===== src/rtl/led_scan_driver.sv =====
// led_scan_driver: consumer end of the painter pixel interface.
// Requests pixels from a painter24-style source, thresholds each returned
// colour against the current PWM subframe and shifts top/bottom half bits into
// a 64x64, 1/32-scan HUB75 panel. One row is shifted while the previously
// latched row is displayed.
module led_scan_driver #(
  parameter int DELAY      = 2,
  parameter int FRAME_BITS = 6
) (
  input  logic                  clk,
  input  logic                  reset,
  output logic [FRAME_BITS-1:0] frame,
  output logic [7:0]            subframe,
  output logic [5:0]            x,
  output logic [5:0]            y,
  input  logic [23:0]           rgb24,
  output logic [2:0]            led_rgb0,
  output logic [2:0]            led_rgb1,
  output logic                  led_clk,
  output logic                  led_lat,
  output logic                  led_blank,
  output logic [4:0]            led_addr,
  output logic                  frame_start
);

  typedef enum logic [2:0] {
    ST_SHIFT   = 3'd0,
    ST_DRAIN   = 3'd1,
    ST_BLANK   = 3'd2,
    ST_LATCH   = 3'd3,
    ST_UNBLANK = 3'd4
  } state_t;

  // Drain counter counts 0..DELAY+1 so the last pixel pair is fully shifted out.
  localparam int                    CNT_W      = $clog2(DELAY + 3);
  localparam logic [CNT_W-1:0]      DRAIN_LAST = CNT_W'(DELAY + 1);
  localparam logic [6:0]            REQ_LAST   = 7'd127;
  localparam logic [4:0]            ROW_LAST   = 5'd31;
  localparam logic [7:0]            SUB_LAST   = 8'd254;
  localparam logic [FRAME_BITS-1:0] FRAME_ONE  = FRAME_BITS'(1);

  // One bit per channel, {b,g,r}: lit when the channel exceeds the subframe.
  function automatic logic [2:0] thresh(input logic [23:0] px, input logic [7:0] sf);
    thresh = {(px[23:16] > sf), (px[15:8] > sf), (px[7:0] > sf)};
  endfunction

  state_t                  state_r;
  state_t                  next_state_s;
  logic [6:0]              req_r;
  logic [CNT_W-1:0]        drain_cnt_r;
  logic [4:0]              row_r;
  logic [7:0]              subframe_r;
  logic [FRAME_BITS-1:0]   frame_r;
  logic                    frame_start_r;
  logic [DELAY-1:0]        vpipe_r;
  logic [DELAY-1:0]        tpipe_r;
  logic [2:0]              top_r;
  logic [2:0]              rgb0_r;
  logic [2:0]              rgb1_r;
  logic                    clk_pend_r;
  logic                    led_clk_r;
  logic                    led_lat_r;
  logic                    led_blank_r;
  logic [4:0]              led_addr_r;
  logic                    blank_next_s;
  logic                    lat_next_s;
  logic [4:0]              addr_next_s;
  logic                    issue_s;
  logic                    resp_valid_s;
  logic                    resp_tag_s;
  logic [2:0]              pix_bits_s;

  assign issue_s      = (state_r == ST_SHIFT);
  assign resp_valid_s = vpipe_r[DELAY-1];
  assign resp_tag_s   = tpipe_r[DELAY-1];
  assign pix_bits_s   = thresh(rgb24, subframe_r);

  // State register.
  always_ff @(posedge clk) begin
    if (reset) begin
      state_r <= ST_SHIFT;
    end else begin
      state_r <= next_state_s;
    end
  end

  // Next-state: shift 128 requests, drain the pipeline, then blank/latch/unblank.
  always_comb begin
    next_state_s = state_r;
    case (state_r)
      ST_SHIFT: begin
        if (req_r == REQ_LAST) begin
          next_state_s = ST_DRAIN;
        end else begin
          next_state_s = ST_SHIFT;
        end
      end
      ST_DRAIN: begin
        if (drain_cnt_r == DRAIN_LAST) begin
          next_state_s = ST_BLANK;
        end else begin
          next_state_s = ST_DRAIN;
        end
      end
      ST_BLANK:   next_state_s = ST_LATCH;
      ST_LATCH:   next_state_s = ST_UNBLANK;
      ST_UNBLANK: next_state_s = ST_SHIFT;
      default:    next_state_s = ST_SHIFT;
    endcase
  end

  // Output decode: panel control values for the state being entered.
  always_comb begin
    blank_next_s = led_blank_r;
    lat_next_s   = 1'b0;
    addr_next_s  = led_addr_r;
    case (next_state_s)
      ST_BLANK: begin
        blank_next_s = 1'b1;
      end
      ST_LATCH: begin
        blank_next_s = 1'b1;
        lat_next_s   = 1'b1;
        addr_next_s  = row_r;
      end
      ST_UNBLANK: begin
        blank_next_s = 1'b0;
      end
      default: begin
        blank_next_s = led_blank_r;
      end
    endcase
  end

  // Request counter (walks 0..127 during SHIFT) and drain cycle counter.
  always_ff @(posedge clk) begin
    if (reset) begin
      req_r       <= 7'd0;
      drain_cnt_r <= '0;
    end else begin
      if (state_r == ST_SHIFT) begin
        req_r <= req_r + 7'd1;
      end else begin
        req_r <= 7'd0;
      end
      if (state_r == ST_DRAIN) begin
        drain_cnt_r <= drain_cnt_r + CNT_W'(1);
      end else begin
        drain_cnt_r <= '0;
      end
    end
  end

  // Valid/tag pipeline that travels alongside each painter request.
  always_ff @(posedge clk) begin
    if (reset) begin
      vpipe_r <= '0;
      tpipe_r <= '0;
    end else begin
      vpipe_r[0] <= issue_s;
      tpipe_r[0] <= req_r[0];
      for (int k = 1; k < DELAY; k++) begin
        vpipe_r[k] <= vpipe_r[k-1];
        tpipe_r[k] <= tpipe_r[k-1];
      end
    end
  end

  // Response capture: hold the top pixel, then present the pair and pulse led_clk.
  always_ff @(posedge clk) begin
    if (reset) begin
      top_r      <= 3'd0;
      rgb0_r     <= 3'd0;
      rgb1_r     <= 3'd0;
      clk_pend_r <= 1'b0;
      led_clk_r  <= 1'b0;
    end else begin
      clk_pend_r <= resp_valid_s & resp_tag_s;
      led_clk_r  <= clk_pend_r;
      if (resp_valid_s && !resp_tag_s) begin
        top_r <= pix_bits_s;
      end
      if (resp_valid_s && resp_tag_s) begin
        rgb0_r <= top_r;
        rgb1_r <= pix_bits_s;
      end
    end
  end

  // Panel blank/latch/address registers.
  always_ff @(posedge clk) begin
    if (reset) begin
      led_blank_r <= 1'b1;
      led_lat_r   <= 1'b0;
      led_addr_r  <= 5'd0;
    end else begin
      led_blank_r <= blank_next_s;
      led_lat_r   <= lat_next_s;
      led_addr_r  <= addr_next_s;
    end
  end

  // Row, subframe and frame advance when leaving UNBLANK.
  always_ff @(posedge clk) begin
    if (reset) begin
      row_r         <= 5'd0;
      subframe_r    <= 8'd0;
      frame_r       <= '0;
      frame_start_r <= 1'b0;
    end else begin
      frame_start_r <= 1'b0;
      if (state_r == ST_UNBLANK) begin
        row_r <= row_r + 5'd1;
        if (row_r == ROW_LAST) begin
          if (subframe_r == SUB_LAST) begin
            subframe_r    <= 8'd0;
            frame_r       <= frame_r + FRAME_ONE;
            frame_start_r <= 1'b1;
          end else begin
            subframe_r <= subframe_r + 8'd1;
          end
        end
      end
    end
  end

  assign frame       = frame_r;
  assign subframe    = subframe_r;
  assign x           = req_r[6:1];
  assign y           = {req_r[0], row_r};
  assign led_rgb0    = rgb0_r;
  assign led_rgb1    = rgb1_r;
  assign led_clk     = led_clk_r;
  assign led_lat     = led_lat_r;
  assign led_blank   = led_blank_r;
  assign led_addr    = led_addr_r;
  assign frame_start = frame_start_r;

endmodule


===== config.mk =====
export PLATFORM = sky130hd
export DESIGN_NAME = led_scan_driver
export DESIGN_NICKNAME = d
export VERILOG_FILES = /design/src/rtl/led_scan_driver.sv
export SDC_FILE = /design/constraint.sdc
export NUM_CORES = 1
export LEC_CHECK = 0
export CORE_AREA = 4 4 128 81
export CTS_BUF_LIST = sky130_fd_sc_hd__clkbuf_2
export DETAILED_ROUTE_END_ITERATION = 12
export DIE_AREA = 0 0 132 85
export PLACE_DENSITY = 0.63
export SKIP_LAST_GASP = 1
export SLEW_MARGIN = 20
export SYNTH_ARGS = -nofsm -noshare
export SYNTH_HDL_FRONTEND = slang
export SYNTH_SLANG_ARGS = --single-unit

===== constraint.sdc =====
create_clock -name clk -period 1.75 [get_ports clk]
set_input_delay 0.35 -clock clk [delete_from_list [all_inputs] [get_ports clk]]
set_output_delay 0.35 -clock clk [all_outputs]
set_load 0.01 [all_outputs]

## Yosys cells after proc, flatten, opt, wreduce, memory -nomap -nowiden

Index checks and enable logic that the tools add are counted.

- Flip-flop bits (word level): 55
- Word-level logic and storage cells: 59
- Input bits: 26
- Output and inout bits: 41

- Reduce and logical (&&, ||, !) cells: 11
- $lt $le $gt $ge: 3
- Equality and inequality tests: 11
- Bitwise operators: 5
- $add $sub $neg: 5
- Mux-type cells: 7

Operators by type and width:

| operator | count |
|---|---|
| $gt 8x8->1 | 3 |
| $eq 3x2->1 const B | 5 |
| $pmux 3 s4 | 1 |
| $add 8x1->8 const B | 1 |
| $eq 8x8->1 const B | 1 |
| $mux 8 | 1 |
| $add 7x1->7 const B | 1 |
| $eq 7x7->1 const B | 1 |
| $add 6x1->6 const B | 1 |
| $eq 3x3->1 const B | 2 |
| $reduce_or 2->1 | 3 |
| $add 5x1->5 const B | 1 |
| $eq 5x5->1 const B | 1 |
| $not 1->1 | 4 |
| $add 3x1->3 const B | 1 |
| $eq 3x1->1 const B | 1 |
| $logic_not 3->1 | 1 |
| $mux 1 | 3 |
| $reduce_and 3->1 | 1 |
| $reduce_or 3->1 | 1 |
| $logic_and 1x1->1 | 2 |
| $mux 2 | 1 |
| $pmux 1 s2 | 1 |
| $reduce_and 2->1 | 1 |
| 3 further kinds | 3 |

## Longest topological paths before layout

- Depth in word-level cells: 6
- Mapped depth: 8

## Worst setup path before layout

No wires, ideal clock.

- Path type: reg-to-reg
- From: reg row_r[0]
- To: reg subframe_r[7] (netlist: subframe[7])
- Stages on the path, launching flop included: 8
- Data arrival time: 1.822 ns
- Required time: 1.684 ns
- Path buffers: 0
- Slack: -0.138 ns
- Clock period less this slack: 1.888 ns
- Setup time: 0.066 ns
- Cells stage by stage: dfxtp_1 ha_1 and3_1 ha_1 and4bb_4 nand4_4 or3_1 a21oi_2

- Cells in the longest elaborated chain, start to end: 2

Ends and longest elaborated chain:

| element | RTL line | RTL |
|---|---|---|
| start, declared | 51 | `logic [4:0] row_r;` |
| start signal, assigned | 213 | `row_r <= row_r + 5'd1;` |
| $eq 5x5->1 | 214 | `if (row_r == ROW_LAST) begin` |
| $reduce_and 2->1 (no source line) | -- |  |
| end signal, assigned | 220 | `subframe_r <= subframe_r + 8'd1;` |
| end, declared | 52 | `logic [7:0] subframe_r;` |

Every way passes these cells.
A chain may end at the register's enable or synchronous reset.

## Worst setup path in the final report

- From: reg row_r[1]
- To: reg subframe_r[7] (netlist: subframe[7])

Same word-level chain as after synthesis.

==> flow_summary.json <==
{
  "finalHoldViolCount": 0,
  "p_leak_nw": 2.08,
  "synth_area_per_cell_um2": 9.18,
  "clkSlewWorstSetupHoldPaths_ns": 0.28,
  "cpMostUsedCell": "ha_4",
  "synth_adder_area_share": 0.149,
  "period_minus_slack_ns": 1.74,
  "cts_tree": "yes",
  "die_w_um": 132,
  "r2r_start": "row_r[1]",
  "rsz0062_at_grt": "true",
  "worst_pin_slew_ns": 0.451,
  "synthTopCellsByCount": "55 x dfxtp_1, 32 x ha_1, 27 x nor2_1",
  "max_freq_ghz": 0.575,
  "track_usage": 0.128,
  "synth-compound-area-share": 0.107,
  "synth_mux_area_frac": 0.0112,
  "antenna_found_initial": 0,
  "holdPathStages": 1,
  "r2r.worst_path.cells": 7,
  "cts_max_path_buffers": 2,
  "grt_pass1_vias": 2478,
  "fp.dieArea_um2": 11200,
  "p_int_mw": 1.77,
  "clock_power_share": 0.346,
  "endpoint_kind": "register",
  "start_kind": "register",
  "core_um2": 9090,
  "cts_made_buffers": 5,
  "route.met3.wl_um": 242,
  "clkSinkCount": 55,
  "yosys-top-cells-area": "dfxtp_1 41%, ha_1 15%, a21oi_1 4.8%, nor2_1 3.8%, o21ai_0 3.0%",
  "combPwrFrac": 0.094,
  "wl_per_cell_um": 13.8,
  "synthArstFlopShare": 0,
  "synth_top_cell_area_share": 0.409,
  "drtPass1Iterations": 4,
  "required_ns": 2.13,
  "reg2reg_slack_ns": 0.01,
  "vias": 2417,
  "area_delta_synth_final_pct": 52.7,
  "synth_flop_cell": "dfxtp_1",
  "relSlewSlack": 0.698,
  "synth_cells": 293,
  "io_pins": 67,
  "slew_violations": 0,
  "clock_latency_ns": 0.42,
  "status": "completed",
  "syn_area_um2": 2690,
  "path_delay_family": "simple AND/OR/NAND/NOR gates",
  "setup_ws_ns": 0.0106,
  "critPathMaxStageDelay_ns": 0.42,
  "hold_class": "register to register",
  "ant_nets": 0,
  "grt_max_degree": 23,
  "io_buffers": 66,
  "synth-seq-cells": 55,
  "finalSetupViolCount": 0,
  "dpl.hpwl_um": 5370,
  "top_layer": "met4",
  "crit_buf_inv": 0,
  "final_nets": 465,
  "drc": 0,
  "cts_max_level": 2,
  "instances_no_fill": 525,
  "start_util": 0.296,
  "synth.distinct_cells": 40,
  "ctsRootBufferMaster": "clkbuf_2",
  "initialDrtViolationCount": 132,
  "crit_arrival_ns": 2.11,
  "gr-total-overflow": 0,
  "crit_chain": "ha_4 > and3_4 > ha_4 > and4bb_4 > nand4_4 > or3_4 > a21oi_2",
  "synth_top_family_by_area": "simple AND/OR/NAND/NOR gates",
  "clock_skew_ns": 0.0107,
  "irDropWorstVdd_uv": 373,
  "fin_crit_sh": 0.994,
  "synth_xor_area_frac": 0.0521,
  "rows": 27,
  "r2r_end": "subframe[7]",
  "gp_congestion": 0.783,
  "place_inst": 492,
  "yosysTopAreaCell": "dfxtp_1",
  "switchingPower_uw": 502,
  "worst-path-max-fanout": 3,
  "wl_met1_um": 3910,
  "totalWireLength_um": 7270,
  "fillers": 865,
  "seqPwrFrac": 0.560,
  "multi_input_area_um2": 1570,
  "hold_buffers": 0,
  "swShare": 0.221,
  "regArea_um2": 1170,
  "slowest_stage": "dfxtp_4",
  "via_per_inst": 4.60,
  "synth_edf_count": 0,
  "route.met2.wl_um": 3100,
  "die-height_um": 85,
  "pre_cts_ws_ns": -0.171,
  "layout-drive-gt1-share": 0.289,
  "yosysSeqAreaShare": 0.409,
  "holdPathEnd": "drain_cnt_r[0]",
  "synth.most_common_cell": "dfxtp_1",
  "synthSimpleGateAreaFrac": 0.236,
  "yosys_warnings": 0,
  "power.density_nw_per_um2": 554,
  "syn_nets": 351,
  "path_class": "register to register",
  "hp-start": "drain_cnt_r[0]",
  "grt_pass1_wl_um": 11900,
  "maxCapViolCount": 0
}
-- how the worst max path moves through the flow --
stage | start | end | depth (start not counted)
final | row_r[1] | subframe[7] | 7
after global routing | row_r[1] | subframe[5] | 9
after CTS | subframe[0] | subframe[0] | 1
after detailed placement | rgb24[9] | led_rgb1[1] | 7
after global placement | rgb24[9] | led_rgb1[1] | 7
after floorplan | row_r[1] | subframe[7] | 7
-- cell usage in the layout (no fill, tap or decap), types with 2 or more instances in the layout --
master,count
ha_4,2
mux2i_1,3
o21ai_0,14
o31ai_1,3
nor2_1,26
nand2_2,2
nand2_1,20
nand3_1,9
dfxtp_4,9
o21ai_1,2
dlymetal6s2s_1,20
xnor2_1,6
clkdlybuf4s50_1,26
nand4_1,10
ha_1,30
nor3_1,7
nand3b_1,6
nor2b_1,7
a21oi_1,26
nand2b_1,3
or2_2,4
nor3_4,2
dfxtp_2,30
dfxtp_1,16
inv_1,15
clkbuf_2,6
buf_4,44
and3_1,2
xor2_1,8
bufinv_16,2
o211ai_1,3
dlygate4sd2_1,20
buf_6,5
xnor2_2,2
-- state kept, by name, indices dropped and copies added (netlist names) --
name	count
frame	6
vpipe_r	2
led_rgb0	3
led_clk	1
state_r	3
tpipe_r	2
led_addr	5
subframe	8
frame_start	1
led_lat	1
top_r	3
row_r	5
req_r	7
drain_cnt_r	3
clk_pend_r	1
led_blank	1
led_rgb1	3
-- routing by layer --
metal	up-vias	track usage
met4	0	0.0181
met2	35	0.197
met1	1122	0.184
met5	-	0
met3	2	0.0314
li1	1258	-
-- timing repair --
item,in CTS,in global routing
buffers inserted,18,7
pin swaps,8,13
endpoints found under the setup margin,43,37
gates resized for setup,63,37
-- cell families after synthesis --
logic type,after synthesis
AO/OA/AOI/OAI,52
XOR/XNOR,16
adder cells (fa/ha/maj),32
buffers and inverters,23
flip-flops,55
multiplexers,3
AND/OR/NAND/NOR,112
-- power groups by stage --
stage	logic, mW	registers, mW	clock network [mW]
3_5_place_dp	0.200	1.31	0
3_3_place_gp	0.195	1.31	0
2_1_floorplan	0.0886	1.31	0
4_1_cts	0.213	1.28	0.816
5_1_grt	0.240	1.28	0.874
6_report	0.214	1.27	0.788
-- worst register-to-register path, delay by kind of cell, from the launching register on --
family	cells	cell delay [ns]
AND/OR/NAND/NOR	4	0.87
adder cells (fa/ha/maj)	2	0.27
AO/OA/AOI/OAI	1	0.13
flip-flops	1	0.42
-- metrics by stage --
| step | hold WS, ns | setup TNS (ns) | instance area [um2] | utilization | total power, mW |
|---|---|---|---|---|---|
| CTS | 0.444 | -0.190 | 3960 | 0.435 | 2.31 |
| finish | 0.441 | 0 | 4110 | 0.452 | 2.28 |
| global placement | 0.408 | -0.664 | 3680 | 0.405 | 1.50 |
| detailed placement | 0.415 | -0.901 | 3680 | 0.405 | 1.51 |
| floorplan | 0.398 | -0.0266 | 2730 | - | 1.40 |
| global route | 0.457 | -0.942 | 4100 | 0.452 | 2.39 |
-- cell type report --
cell class / instances / share of cell area
clock inverter: 2 / 0.0146
timing repair buffer: 115 / 0.261
inverter: 15 / 0.0137
clock buffer: 6 / 0.00731
antenna: 1 / 0.000609
multi-input combinational: 215 / 0.382
tap: 116 / 0.0353
sequential: 55 / 0.285
Note: power is estimated with default switching activity, not from simulation.
